<file path="src/rtl/train_sequencer.sv">
// Route-step sequencer: walks Selector 0..15 on Y, dwells on timed steps 2..5, counts laps.
// Define TRAIN_SEQ_WATCHDOG_EN to build the WAIT watchdog and its FAULT state.
module train_sequencer #(
  parameter int unsigned DWELL_CYCLES = 1000,
  parameter int unsigned WDOG_CYCLES  = 100000
) (
  input  logic       CLK,
  input  logic       RST,
  input  logic       Start,
  input  logic       Stop,
  input  logic       Y,
  output logic [3:0] Selector,
  output logic       Enable,
  output logic       TIMER,
  output logic [7:0] Laps,
  output logic       Fault
);

  typedef enum logic [1:0] {IDLE, SETTLE, WAIT, FAULT} state_t;

  localparam logic [31:0] DWELL_LAST = 32'(DWELL_CYCLES - 1);

  state_t      state;
  logic [31:0] dwellCnt;
  logic        stopPend;
  logic        timedStep;

  assign timedStep = (Selector >= 4'd2) && (Selector <= 4'd5);

`ifdef TRAIN_SEQ_WATCHDOG_EN
  localparam logic [31:0] WDOG_LAST = 32'(WDOG_CYCLES - 1);
  logic [31:0] wdogCnt;
`else
  logic unusedWdogParam;
  assign unusedWdogParam = (WDOG_CYCLES == 0);
`endif

  always_ff @(posedge CLK or posedge RST) begin
    if (RST) begin
      state    <= IDLE;
      Selector <= '0;
      Laps     <= '0;
      dwellCnt <= '0;
      stopPend <= 1'b0;
`ifdef TRAIN_SEQ_WATCHDOG_EN
      wdogCnt  <= '0;
`endif
    end else begin
      case (state)
        IDLE: begin
          Selector <= '0;
          stopPend <= 1'b0;
          if (Start && !Stop) state <= SETTLE;
        end
        SETTLE: begin
          dwellCnt <= '0;
`ifdef TRAIN_SEQ_WATCHDOG_EN
          wdogCnt  <= '0;
`endif
          if (Stop) stopPend <= 1'b1;
          state <= WAIT;
        end
        WAIT: begin
          if (Y) begin
            // the lap is credited even when this advance ends the run
            if (Selector == 4'hF && Laps != 8'hFF) Laps <= Laps + 8'd1;
            if (stopPend || Stop) begin
              state    <= IDLE;
              Selector <= '0;
              stopPend <= 1'b0;
            end else begin
              state    <= SETTLE;
              Selector <= Selector + 4'd1;
            end
          end else begin
            if (Stop) stopPend <= 1'b1;
            if (timedStep && dwellCnt != DWELL_LAST) dwellCnt <= dwellCnt + 32'd1;
`ifdef TRAIN_SEQ_WATCHDOG_EN
            if (wdogCnt == WDOG_LAST) state <= FAULT;
            else wdogCnt <= wdogCnt + 32'd1;
`endif
          end
        end
        FAULT: begin
          if (Stop) begin
            state    <= IDLE;
            Selector <= '0;
            stopPend <= 1'b0;
          end
        end
        default: state <= IDLE;
      endcase
    end
  end

  assign Enable = (state == SETTLE) || (state == WAIT);
  assign TIMER  = (state == WAIT) && timedStep && (dwellCnt == DWELL_LAST);
`ifdef TRAIN_SEQ_WATCHDOG_EN
  assign Fault  = (state == FAULT);
`else
  assign Fault  = 1'b0;
`endif

endmodule
</file>
<file path="config.mk">
export PLATFORM = sky130hd
export DESIGN_NAME = train_sequencer
export DESIGN_NICKNAME = d
export VERILOG_FILES = /design/src/rtl/train_sequencer.sv
export SDC_FILE = /design/constraint.sdc
export NUM_CORES = 1
export LEC_CHECK = 0
export BUFFER_PORTS_ARGS = -buffer_cell sky130_fd_sc_hd__buf_4
export CAP_MARGIN = 15
export CORE_MARGIN = 5
export CORE_UTILIZATION = 61
export CTS_CLUSTER_SIZE = 25
export DETAILED_ROUTE_END_ITERATION = 16
export PLACE_DENSITY = 0.77
export SYNTH_ARGS = -nofsm -noshare
export SYNTH_HDL_FRONTEND = slang
export SYNTH_SLANG_ARGS = --single-unit
</file>
<file path="constraint.sdc">
create_clock -name CLK -period 2.9 [get_ports CLK]
set_clock_uncertainty 0.05 [all_clocks]
set_input_delay 0.145 -clock CLK [delete_from_list [all_inputs] [get_ports CLK]]
set_output_delay 0.145 -clock CLK [all_outputs]
set_load 0.005 [all_outputs]
</file>
==> results.py <==
metrics = {
    "worst_setup_path": {
        "start_kind": "flop",
        "cpMostUsedCell": "buf_4",
        "critPathMaxFanout": 15,
        "worst_ep_arrival_time_ns": 2.80,
        "cpLargestDelayFamily": "simple AND/OR/NAND/NOR gates",
        "worstPathRequired_ns": 3.03,
        "cp_cell_sequence": "or4_1 -> nor4_4 -> a21bo_1 -> buf_4 -> buf_4 -> nor3b_1 -> a211o_1",
        "cp_num_buf_inv": 2,
        "path_class": "reg2reg",
        "end_kind": "flop",
        "max_stage_delay_ns": 0.60,
        "slowest_stage": "or4_1",
    },
    "floorplanning": {
        "io_pins": 20,
        "core_region_area_um2": 4723,
        "num_rows": 25,
        "die_w_um": 79.90,
        "dieArea_um2": 6384,
        "initial_core_util": 0.6310,
        "die_h_um": 79.90,
    },
    "drt": {
        "viasPerCell": 6.479,
        "ant_nets": 0,
        "dr.pass1.iters": 5,
        "num_vias": 2598,
        "remaining_drc_errors": 0,
        "drt_iter0_drc": 199,
        "wirelength_mm": 6.660,
        "wl_per_cell_um": 16.61,
    },
    "layout": {
        "syn_to_final_growth_pct": 10.58,
        "layout_common_cells": "dfrtp_1 (47), buf_4 (28), nand3_1 (24)",
        "final_area_um2": 3296,
        "final_common_cell": "dfrtp_1",
        "num_antenna_cells": 0,
        "final_layout_size_suffix_gt1_frac": 0.1557,
        "nets": 349,
    },
    "clocking": {
        "cts_buffers": 5,
        "ctsHtreeMaxLevel": 2,
        "clk_path_buf_depth": 2,
        "clock_latency_ns": 0.30,
        "clock_sinks": 47,
        "cts_tree": "done",
        "postCtsSetupBuffers": 0,
        "cts_resized": 0,
        "cts.clk_slew.worst_paths_ns": 0.09,
        "holdBufCountCts": 0,
        "cts_root_buf": "clkbuf_8",
    },
    "timing": {
        "rsz0062_at_grt": "no",
        "tightest_slew_ns": 0.9602,
        "slew_violations": 0,
        "max_freq_mhz": 374.9,
        "slew_headroom": 0.3589,
        "fin_tns_setup_ns": 0,
        "finalCritPeriodShare": 0.9198,
        "timing.hold.ws_ns": 0.01551,
        "period_minus_slack_ns": 2.667,
        "hold_violations": 0,
        "finalSetupViolCount": 0,
    },
    "synthesis": {
        "ys_seq_area_frac": 0.3946,
        "syn_nets": 332,
        "ys_types": 58,
        "synthFlopType": "dfrtp_1",
        "syn_area_um2": 2980,
        "ys_ff_latch": 47,
        "synthArstFlopShare": 1.000,
        "post_synth.cell_area_avg_um2": 9.432,
        "syn_inst": 316,
        "synth_edf_count": 0,
        "yosysWarnings": 0,
    },
    "global_routing": {
        "use_met3": 0.03273,
        "grt_pass1_wl_mm": 11.02,
        "use_met1": 0.3124,
        "grt-ovfl-total": 0,
        "grt_max_degree": 48,
        "top_usage_layer": "met2",
        "use_met2": 0.3353,
        "antenna_found_initial": 0,
        "grt_pass1_vias": 2352,
        "grt.total_usage": 0.2173,
    },
    "placed_design": {
        "dp_hpwl_mm": 4.770,
        "routabilityCongestion": 0.9085,
        "place.port_buffers": 18,
        "place_area_um2": 3178,
    },
    "run": {
        "maxCapViolCount": 0,
    },
    "power": {
        "power.internal_mw": 1.107,
        "powerDensity_nw_per_um2": 494.2,
        "switchingPower_uw": 521.3,
        "p_sw_frac": 0.3201,
        "clockPowerShare": 0.306,
        "pwr-share-comb": 0.260,
        "pwr-share-seq": 0.434,
        "power.leakage_nw": 1.624,
        "peakVddDrop_v": 0.0002650,
    },
    "worst_hold_path": {
        "hold_path.class": "in2async",
    },
    "run_status": {
        "status": "complete, no violations",
    },
}
[logic make-up (layout without fill, tap and decap cells)]
group | count (synthesis) | in the layout | share of synthesized area
and+or+nand+nor | 151 | 151 | 0.2914
AOI/OAI and AO/OA | 60 | 60 | 0.1679
xor gates and xnor gates | 8 | 8 | 0.02351
DFF | 47 | 47 | 0.3946
other | 1 | 1 | 0.001258
buffers and inverters | 30 | 48 | 0.04744
adders and majority gates | 11 | 11 | 0.04618
muxes | 8 | 8 | 0.02771
[synthesized netlist by cell type, types with 2 or more instances]
library cell,number,area [µm²]
dfrtp_1,47,1176
nand3_1,24,120.1
nand2_1,23,86.33
and3_1,18,112.6
nor4_1,18,112.6
nand4_1,14,87.58
a211o_1,13,113.9
nor2_1,13,48.80
nor3_1,12,60.06
ha_1,11,137.6
inv_1,11,41.29
o211a_1,8,80.08
o21ai_0,8,40.04
buf_2,7,35.03
xnor2_1,7,61.31
mux2i_1,6,60.06
a21oi_1,5,25.02
buf_4,5,37.54
clkbuf_1,5,18.77
nand2b_1,5,31.28
and4_1,4,35.03
or4_1,4,30.03
a21o_1,3,22.52
or2_2,3,18.77
a211oi_1,2,15.01
a221o_1,2,20.02
mux2_2,2,22.52
nand4_2,2,25.02
o311ai_0,2,17.52
o31ai_1,2,15.01
or3_1,2,12.51
or4_4,2,22.52
[sequential cells by signal (all words and copies together), names as in the netlist]
name and cells:
Laps 8, Selector 4, dwellCnt 32, state 2, stopPend 1
[worst reg2reg max path: stages (launching register included)]
cell     delay, ns
dfrtp_1       0.46
or4_1         0.60
nor4_4        0.31
a21bo_1       0.45
buf_4         0.27
buf_4         0.14
nor3b_1       0.04
a211o_1       0.23
[worst paths after layout]
check,start,endpoint,slack (ns),cells past startpoint
max,dwellCnt[17]$_DFFE_PP0P_,dwellCnt[2]$_DFFE_PP0P_,0.23,7
min,RST,dwellCnt[9]$_DFFE_PP0P_,0.02,2
max reg2reg,dwellCnt[17]$_DFFE_PP0P_,dwellCnt[2]$_DFFE_PP0P_,0.23,7
min reg2reg,Laps[6]$_DFFE_PP0P_,Laps[6]$_DFFE_PP0P_,0.46,1
max in group asynchronous,RST,dwellCnt[23]$_DFFE_PP0P_,2.19,2
min in group CLK,Stop,stopPend$_DFFE_PP0P_,0.08,3
[final cells by class]
cell class,instances,area (µm²)
Clock inverter,2,35.03
Tap cell,67,83.83
Timing Repair Buffer,28,210.2
Clock buffer,6,82.58
Inverter,12,45.04
Sequential cell,47,1176
Multi-Input combinational cell,239,1663
Fill cell,377,1428
[metrics by stage]
stage,std cells,power (mW),utilization,worst slack [ns]
finish,401,1.629,0.6977,0.2325
global route,401,1.721,0.6977,0.08751
CTS,401,1.638,0.6977,0.2322
detailed placement,393,1.144,0.6728,0.2512
global placement,393,1.138,0.6728,0.3056
floorplan,316,1.022,-,0.5982
[power by group through the flow]
| stage | combinational, mW | clock, mW | sequential, mW |
|---|---|---|---|
| 6_report | 0.423 | 0.499 | 0.707 |
| 5_1_grt | 0.470 | 0.540 | 0.712 |
| 4_1_cts | 0.425 | 0.506 | 0.707 |
| 3_5_place_dp | 0.424 | 0 | 0.721 |
| 3_3_place_gp | 0.419 | 0 | 0.719 |
| 2_1_floorplan | 0.305 | 0 | 0.717 |
[metal layers]
metal / vias up / share of wire / routed length, µm
li1: 1238 / - / -
met1: 1247 / 0.44 / 2943
met2: 104 / 0.47 / 3129
met3: 9 / 0.076 / 508
met4: 0 / 0.012 / 80
met5: - / 0 / 0
(Power assumes the default switching activity.)
